<file path="config.mk">
export PLATFORM = sky130hd
export DESIGN_NAME = spike_window_decoder
export DESIGN_NICKNAME = d
export VERILOG_FILES = /design/src/rtl/spike_window_decoder.sv
export SDC_FILE = /design/constraint.sdc
export NUM_CORES = 1
export LEC_CHECK = 0
export CAP_MARGIN = 25
export CELL_PAD_IN_SITES_DETAIL_PLACEMENT = 1
export CELL_PAD_IN_SITES_GLOBAL_PLACEMENT = 1
export CORE_UTILIZATION = 44
export CTS_CLUSTER_DIAMETER = 200
export CTS_CLUSTER_SIZE = 10
export DETAILED_ROUTE_END_ITERATION = 6
export PLACE_DENSITY_LB_ADDON = 0.05
export SYNTH_ARGS = -nofsm -noshare
export SYNTH_HDL_FRONTEND = slang
export SYNTH_SLANG_ARGS = --single-unit
</file>
<file path="constraint.sdc">
create_clock -name clk -period 3.4 [get_ports clk]
set_input_delay 0.34 -clock clk [delete_from_list [all_inputs] [get_ports clk]]
set_output_delay 0.34 -clock clk [all_outputs]
set_load 0.02 [all_outputs]
</file>
<file path="src/rtl/spike_window_decoder.sv">
// spike_window_decoder: counts output-neuron spikes over a fixed window, then posts the argmax class.
// Define SPIKE_DECODE_AUTORESTART_EN for back-to-back windows without start.
module spike_window_decoder #(
   parameter int NUM_OUT = 2,
   parameter int CNT_W = 8,
   parameter int WINDOW_CYCLES = 256,
   localparam int IDX_W = (NUM_OUT > 1) ? $clog2(NUM_OUT) : 1,
   localparam int TMR_W = $clog2(WINDOW_CYCLES + 1)
) (
   input  logic                     clk,
   input  logic                     rst,
   input  logic                     en,
   input  logic                     start,
   input  logic [NUM_OUT-1:0]       spike_in,
   output logic                     busy,
   output logic                     done,
   output logic [IDX_W-1:0]         winner,
   output logic                     winner_valid,
   output logic                     tie,
   output logic [NUM_OUT*CNT_W-1:0] counts
);
   typedef enum logic [1:0] {IDLE, COUNT, DECIDE, DONE} state_t;
   state_t state_q, state_d;
   logic [TMR_W-1:0] tmr_q, tmr_d;
   logic [NUM_OUT-1:0][CNT_W-1:0] cnt_q, cnt_d;
   logic [IDX_W-1:0] idx_q, idx_d, best_q, best_d, winner_q, winner_d;
   logic [CNT_W-1:0] max_q, max_d, cur;
   logic tie_run_q, tie_run_d, tie_q, tie_d, valid_q, valid_d, done_q, done_d;
   always_ff @(posedge clk or posedge rst) begin
      if (rst) begin
         state_q <= IDLE;
         tmr_q <= '0;
         cnt_q <= '0;
         idx_q <= '0;
         best_q <= '0;
         max_q <= '0;
         tie_run_q <= 1'b0;
         winner_q <= '0;
         tie_q <= 1'b0;
         valid_q <= 1'b0;
         done_q <= 1'b0;
      end else begin
         state_q <= state_d;
         tmr_q <= tmr_d;
         cnt_q <= cnt_d;
         idx_q <= idx_d;
         best_q <= best_d;
         max_q <= max_d;
         tie_run_q <= tie_run_d;
         winner_q <= winner_d;
         tie_q <= tie_d;
         valid_q <= valid_d;
         done_q <= done_d;
      end
   end
   always_comb begin
      state_d = state_q;
      tmr_d = tmr_q;
      cnt_d = cnt_q;
      idx_d = idx_q;
      best_d = best_q;
      max_d = max_q;
      tie_run_d = tie_run_q;
      winner_d = winner_q;
      tie_d = tie_q;
      valid_d = valid_q;
      done_d = 1'b0;
      cur = cnt_q[idx_q];
      case (state_q)
         IDLE: if (start) begin
            cnt_d = '0;
            tmr_d = '0;
            state_d = COUNT;
         end
         COUNT: begin
            idx_d = '0;
            if (en) begin
               for (int i = 0; i < NUM_OUT; i++)
                  if (spike_in[i] && cnt_q[i] != {CNT_W{1'b1}}) cnt_d[i] = cnt_q[i] + CNT_W'(1);
               tmr_d = tmr_q + TMR_W'(1);
               if (tmr_d == TMR_W'(WINDOW_CYCLES)) state_d = DECIDE;
            end
         end
         DECIDE: begin
            // strict-greater update keeps the lowest index on equal counts
            if (idx_q == '0) begin
               max_d = cur;
               best_d = '0;
               tie_run_d = 1'b0;
            end else if (cur > max_q) begin
               max_d = cur;
               best_d = idx_q;
               tie_run_d = 1'b0;
            end else if (cur == max_q) tie_run_d = 1'b1;
            idx_d = idx_q + IDX_W'(1);
            if (idx_q == IDX_W'(NUM_OUT - 1)) state_d = DONE;
         end
         DONE: begin
            winner_d = best_q;
            tie_d = tie_run_q;
            valid_d = max_q != '0;
            done_d = 1'b1;
`ifdef SPIKE_DECODE_AUTORESTART_EN
            cnt_d = '0;
            tmr_d = '0;
            state_d = COUNT;
`else
            state_d = start ? COUNT : IDLE;
            if (start) begin
               cnt_d = '0;
               tmr_d = '0;
            end
`endif
         end
         default: state_d = IDLE;
      endcase
   end
   assign busy = (state_q == COUNT) || (state_q == DECIDE);
   assign done = done_q;
   assign winner = winner_q;
   assign winner_valid = valid_q;
   assign tie = tie_q;
   assign counts = cnt_q;
endmodule

</file>
=== Word level (Yosys, flattened, before mapping) ===
Cells that the tools add are included.

* Output and inout port bits: 21
* Bits in registers: 42
* Bits of input ports: 6

* Reductions and logical operators: 14
* Magnitude comparators: 2
* Mux-type cells: 25
* Add/sub/neg operators: 4
* Equality and inequality tests: 16

{| class="wikitable"
|+ Operators with widths
! cell !! count
|-
| $mux W8 || 6
|-
| $mux W16 || 2
|-
| $pmux W16 S2 || 1
|-
| $mux W9 || 2
|-
| $pmux W9 S2 || 1
|-
| $add A8 B1 Y8 const B || 2
|-
| $ne A8 B8 Y1 const B || 2
|-
| $ne A2 B2 Y1 const B || 6
|-
| $reduce_and A4 Y1 || 3
|-
| $add A9 B1 Y9 const B || 1
|-
| $eq A9 B9 Y1 const B || 1
|-
| $eq A8 B8 Y1 || 1
|-
| $gt A8 B8 Y1 || 1
|-
| $mux W2 || 4
|-
| $pmux W2 S4 || 1
|-
| $reduce_bool A8 Y1 || 1
|-
| $mux W1 || 7
|-
| $eq A2 B2 Y1 const B || 2
|-
| $ne A2 B1 Y1 const B || 2
|-
| $reduce_and A2 Y1 || 2
|-
| $reduce_bool A2 Y1 || 2
|-
| $ne A3 B1 Y1 const B || 1
|-
| $reduce_and A3 Y1 || 1
|-
| $eq A2 B1 Y1 const B || 1
|-
| 7 further kinds || 8
|}

=== Depth between registers and ports, before layout ===
Gate-level depths: netlist of the first run.

* Word-level depth: 6
* Mapped depth: 8
* Mapped depth without buffers: 7

=== Worst setup path after synthesis of the first run ===
Ideal clock, no wire load.

* Kind: register to register
* From: register idx_q
* To: register max_q[1]
* Cell stages (with the launch flop): 9
* Data required time: 3.275 ns
* Path slack: 1.025 ns
* Arrival: 2.250 ns
* Cells stage by stage: dfrtp_1 -> buf_2 -> mux2_2 -> ha_1 -> nand4_1 -> nor3_1 -> a21o_1 -> a31oi_4 -> mux2_2

* Longest elaborated chain between the ends: 5
* Elaborated cells on any way between the ends: 7
* Classes of those cells: order compare (1); eq/ne (1); mux (4); reduce/logical (1)

{| class="wikitable"
|+ Ends and longest elaborated chain
! item !! line !! RTL
|-
| from (decl) || 26 || <nowiki>logic [IDX_W-1:0] idx_q, idx_d, best_q, best_d, winner_q, winner_d;</nowiki>
|-
| from (signal assigned) || 46 || <nowiki>idx_q <= idx_d;</nowiki>
|-
| $mux W8 (implied by the code) (2 in series) || 68 || <nowiki>cur = cnt_q[idx_q];</nowiki>
|-
| via cur[7] || 27 || <nowiki>logic [CNT_W-1:0] max_q, max_d, cur;</nowiki>
|-
| $gt A8 B8 Y1 || 90 || <nowiki>end else if (cur > max_q) begin</nowiki>
|-
| $ne A2 B1 Y1 (no source line) || - ||
|-
| $reduce_and A2 Y1 (no source line) || - ||
|-
| to (signal assigned) || 48 || <nowiki>max_q <= max_d;</nowiki>
|-
| to (decl) || 27 ||
|}

The timed path passes the listed nets, and every way through them passes these cells. The select of a mux whose other input is x is not followed.
A chain may end at the register's enable or synchronous reset.

=== Final worst setup path of the first run ===
* From: register idx_q
* To: register max_q[4]

Same word-level chain as after synthesis.

==> metrics, run 1 <==
register area 1050 um^2; clk sinks 42; kind of critical path reg -> reg; R2R cell count 7; chip width 76.6 um; Final Max Slew Viols 0; CP max FO 12; worst skew pair latency around 300 ps; area share of the largest cell type after synthesis 0.429; slew margin rel. 0.570; HPWL reported at the end of detailed placement around 4.4 mm; main flop type after synthesis dfrtp_1; initial core utilization 0.468; hold buffer count at CTS 0; fin crit share 0.796; Std-Cell Core Area 5240 um^2; Port Buf Inserts 26; via count 2022; Post-CTS Resized 0; number of global-route vias before repair 2139; CP required roughly 3600 ps; startpoint types flop; Syn Inst Count 249; routed length per placed instance 18.2 um; initial antenna violation count 0; endpoints failing setup 0; total I/O pin count 27; Setup Buffers After CTS 0; TritonCTS buffer count 5; RSZ-0062 raised after global routing false; P_leak around 1.3 nW; Post-Syn Nets 271; Max Clock Skew 1.87 ps; Die Y 76.6 um; CTS root buf clkbuf_8; Syn Area/Cell between 9 and 10 um^2; Worst Setup End Kind flop; Overflow after GRT 0; layout cells sized above 1 0.143; clock transition at the registers of the reported paths ~80 ps; Async SR Flop Fraction 1.00; final hold slack between 400 and 500 ps; antenna-violating nets left 0; final setup margin 693 ps; yosys warns 0; GPL Wtd Cong 0.828; Highest Clock Rate 369 MHz; placed cells ~340; top post-synthesis cells by count dfrtp_1 (42), nand2_1 (25), o21ai_0 (24), mux2_2 (18), ha_1 (16); pre-CTS setup slack 756 ps; die footprint 5870 um^2; routed vias/inst 5.79; H-tree levels 2; largest net degree at the start of global routing 43; status finished clean; Worst-Margin Slew 645 ps; fill cell count between 500 and 600; min cycle time layout 2710 ps; routed wire length roughly 6.4 mm; Hold WC Path Type in -> async; largest area contributor in the netlist dfrtp_1; nets 300; R2R Setup Slk roughly 700 ps; first-pass GRT wire length 10.7 mm; final hold vios 0; number of synthesized flops with an enable pin 0; worst-case clock buffer depth 2; final instance count without filler cells between 300 and 400; sequential area share after synthesis 0.429; cell with the most instances after synthesis dfrtp_1; DRC Markers 0; worst endpoint data arrival time 2890 ps; Pwr Density 763 nW/um^2; Iter 0 DRT Violations 89; CTS tree built; multi-input logic area 1320 um^2; area delta synth->final 18.2%; synthesized area roughly 2500 um^2; gr usage total 0.236; worst vdd ir approximately 360 uV; max cap viols 0; Synth area leaders dfrtp_1 (43%), mux2_2 (8.3%), ha_1 (8.2%); number of distinct standard cells referenced by the synthesized netlist 45; Pre-Repair DR Iteration Count 4; TNS Setup 0 ps; post-synthesis register bit count 42; num rows 26; diode count 0
layout make-up:
type,instances,area share
Inverter,14,0.0181
Clock buffer,5,0.0237
Tap cell,70,0.0302
Timing Repair Buffer,28,0.0950
Multi-Input combinational cell,187,0.456
Sequential cell,42,0.363
Clock inverter,3,0.0138
metrics by stage:
stage / area, um^2 / utilization / power (mW)
after floorplan: 2450 / - / 1.47
after global placement: 2790 / 0.532 / 1.77
after detailed placement: 2790 / 0.532 / 1.81
after CTS: 2900 / 0.553 / 2.22
after global routing: 2900 / 0.553 / 2.37
final: 2900 / 0.553 / 2.21
registers in the layout, indices dropped and copies added, names as in the netlist, 2 cells and up:
register	count
max_q	8
tmr_q	9
state_q	2
counts	16
cell families after synthesis:
kind of cell / synth area share
AND/OR/NAND/NOR: 0.184
AO/OA/AOI/OAI: 0.175
flip-flops: 0.429
multiplexers: 0.0949
buffers and inverters: 0.0316
adder cells (fa/ha/maj): 0.0817
XOR/XNOR: 0.00357
placed cells by master, fill, tap and decap left out, types with 2 or more instances in the layout:
master	instances
and3_2	2
mux2i_1	3
nor4_1	3
nand3_1	11
a21o_1	4
clkbuf_8	5
nor3_1	4
o21ai_0	24
nor2_1	10
nand4_1	4
mux2_2	18
nand2b_1	4
o21a_1	2
buf_4	2
a211oi_1	2
a21oi_1	6
a22o_1	2
clkinv_2	2
ha_1	16
nand2_1	25
clkdlybuf4s50_1	26
a31oi_1	9
and2_1	3
inv_1	14
nor2b_1	3
o31ai_1	6
and3_1	6
or2_2	2
dfrtp_1	42
critical path, stage by stage (launching register included):
cell     delay (ps)
dfrtp_1         660
mux2_2          410
ha_1            320
nand4_1         170
nor3_1          100
a21o_1          210
a31oi_4         340
mux2_2          390
path summary, 6_finish.rpt:
path                              from        end
worst max-delay path             idx_q   max_q[4]
max in group asynchronous          rst  counts[0]
worst min register to register  best_q     best_q
worst min-delay path               rst     best_q
worst max register to register   idx_q   max_q[4]
min in group clk                best_q     best_q
power by group:
group / switching, mW / internal, mW / total [mW]
Sequential: 0.117 / 0.600 / 0.717
Combinational: 0.650 / 0.441 / 1.09
Clock: 0.185 / 0.216 / 0.402
layer usage:
layer  routed length, um  part of all wire  GRT usage
met4                  58            0.0091     0.0654
met5                   0                 0          0
met1                3030              0.48      0.305
met3                 174             0.027     0.0455
met2                3090              0.49      0.402
(Power assumes the default switching activity.)
==> run 2, diff against run 1 <==
- CORE_UTILIZATION: 44 -> 39
- clock period: 3.4 -> 2.3 ns (I/O delays scaled with it)
==> run 2 against run 1 <==
  * The run now ends with negative setup slack left
  * Combinational power rose by 120%
  * Clock power grew 27%
  * Via count increased by 6.8%
  * Count of clock-buffer cells in the layout increased by 2
  * Register-to-register slack worse by 760 ps
  * Utilization is 1.0 points higher
==> metrics, run 2 (synthesized netlist as in run 1, its figures left out) <==
Iter 0 DRT Violations 95 (+6.7%); Worst path slowest cell dfrtp_2; fill cell count 665 (+12%); overall power 3.87 mW (+75%); TNS Setup -462 ps (-462 ps); FF-to-FF Start idx_q; die footprint 6610 um^2 (+12%); worst vdd ir 665 uV (+85%); max cap viols 0 (unchanged); fin util 0.563 (+0.0102); clk sinks 42 (unchanged); CP max FO 4 (-8); Die Y 81.3 um (+6.1%); max reg flops 16 (unchanged); HPWL reported at the end of detailed placement 4.72 mm (+6.4%); initial core utilization 0.409 (-0.0588); critical path cell sequence buf_6 -> mux2_2 -> ha_4 -> nand2_4 -> o21bai_1 -> a21o_1 -> a31oi_4 -> buf_6 -> mux2_4; layout cells sized above 1 0.282 (+0.138); Max Clock Skew 5.44 ps (+3.57 ps); R2R cell count 9 (+2); chip width 81.3 um (+6.1%); antenna-violating nets left 0 (unchanged); Final Max Slew Viols 0 (unchanged); Worst Setup End Kind flop; kind of critical path reg -> reg; area delta synth->final 37.7%; startpoint types flop; worst-case clock buffer depth 2 (unchanged); RSZ-0062 raised after global routing true; CP required 2500 ps (-1090 ps); routed length per placed instance 17.9 um (-1.6%); Pwr Density 1150 nW/um^2 (+50%); most frequent cell on the critical path buf_6; gr usage total 0.227 (-0.00898); Worst-Margin Slew 616 ps (-28.8 ps); CTS root buf clkbuf_8; P_leak 1.51 nW (+18%); largest stage delay on the critical path 400 ps (-260 ps); reg-to-reg critical path endpoint max_q[5]; slew margin rel. 0.589 (+0.0192); GPL Wtd Cong 0.762 (-8.0%); final hold vios 0 (unchanged); diode count 0 (unchanged); clock transition at the registers of the reported paths 80 ps (about the same); hold buffer count at CTS 0 (unchanged); largest net degree at the start of global routing 43 (unchanged); worst skew pair latency 300 ps (about the same); endpoints failing setup 8 (+8); DRC Markers 0 (unchanged); worst endpoint data arrival time 2560 ps (-330 ps); initial antenna violation count 0 (unchanged); Port Buf Inserts 26 (unchanged); final setup margin -65.8 ps (-758 ps); first-pass GRT wire length 11.0 mm (+2.8%); Overflow after GRT 0 (unchanged); Std-Cell Core Area 5990 um^2 (+14%); status finished with violations; CTS tree built; Hold WC Path Type in -> async; placed cells 373 (+9.4%); routed wire length 7.01 mm (+10%); nets 337 (+12%); commonest non-fill, non-tap cells in the layout dfrtp_1 (41), buf_4 (32), clkdlybuf4s50_1 (25); TritonCTS buffer count 5 (unchanged); final hold slack 384 ps (-108 ps); failing checks negative setup slack; min cycle time layout 2370 ps (-342 ps); final instance count without filler cells 391 (+12%); R2R Setup Slk -70 ps (-760 ps); H-tree levels 2 (unchanged); Highest Clock Rate 423 MHz (+14%); commonest non-fill, non-tap cell in the layout dfrtp_1; Pre-Repair DR Iteration Count 4 (unchanged); number of global-route vias before repair 2118 (-0.98%); fin crit share 1.03 (+0.232); routed vias/inst 5.52 (-4.6%); via count 2160 (+6.8%); num rows 28 (+7.7%); total I/O pin count 27 (unchanged)
run 2: cell types whose count changed in the layout (fill, tap and decap cells not counted), moves of 7 or more:
cell,change
mux2_2,-13
mux2_4,+13
ha_4,+7
buf_6,+7
buf_4,+30
ha_1,-7
run 2: critical path: cells and delay by family, from the launching register on:
kind,cells,cell delay [ps]
mux,2,660
simple gates,1,60
buf+inv,2,270
compound gates,3,570
fa+ha+maj,1,290
flops,1,400
run 2: final cells by class:
cell class                      count  area (um^2)  share of cell area
Sequential cell                    42         1050               0.312
Clock buffer                        7         86.3              0.0256
Inverter                           14         52.6              0.0156
Timing Repair Buffer               65          582               0.172
Tap cell                           75         93.8              0.0278
Multi-Input combinational cell    187         1500               0.446
Clock inverter                      1         5.00             0.00148
run 2: how the worst max path moves through the flow:
stage / start / end / slack [ps]
CTS: idx_q / max_q[7] / -20
finish: idx_q / max_q[5] / -70
floorplan: idx_q / max_q[1] / 3
global route: idx_q / tie_run_q / -170
global placement: idx_q / max_q[7] / -90
detailed placement: idx_q / max_q[1] / -230
run 2: through the flow:
| stage | cell area [um^2] | worst slack [ps] |
|---|---|---|
| after floorplan | 2460 | 3.10 |
| after global placement | 3000 | -93.6 |
| after detailed placement | 3000 | -228 |
| after CTS | 3300 | -20.8 |
| after global routing | 3380 | -170 |
| final | 3380 | -65.8 |
run 2: metal layers:
| metal | global-route usage | vias up | share of wire |
|---|---|---|---|
| li1 | - | 1036 | - |
| met3 | 0.0382 | 10 | 0.030 |
| met2 | 0.373 | 42 | 0.48 |
| met1 | 0.303 | 1072 | 0.47 |
| met5 | 0 | - | 0 |
| met4 | 0.0696 | 0 | 0.020 |
run 2: timing repair:
| action | in CTS | in global routing |
|---|---|---|
| hold endpoints to repair | 0 | 0 |
| setup buffers | 9 | 3 |
| endpoints found under the setup margin | 9 | 11 |
| pin swaps | 4 | 8 |
| resized for setup | 22 | 17 |
run 2: where the power goes:
| group | internal (mW) | total, mW | switching, mW |
|---|---|---|---|
| Combinational | 1.15 | 2.35 | 1.20 |
| Sequential | 0.889 | 1.01 | 0.126 |
| Clock | 0.243 | 0.510 | 0.268 |
| Total | 2.28 | 3.87 | 1.59 |
==> run 3, diff against run 2 <==
- CTS_CLUSTER_SIZE: 10 -> 12
==> results of run 3 <==
Final layout, timing and power as in run 2 (identical DEF).
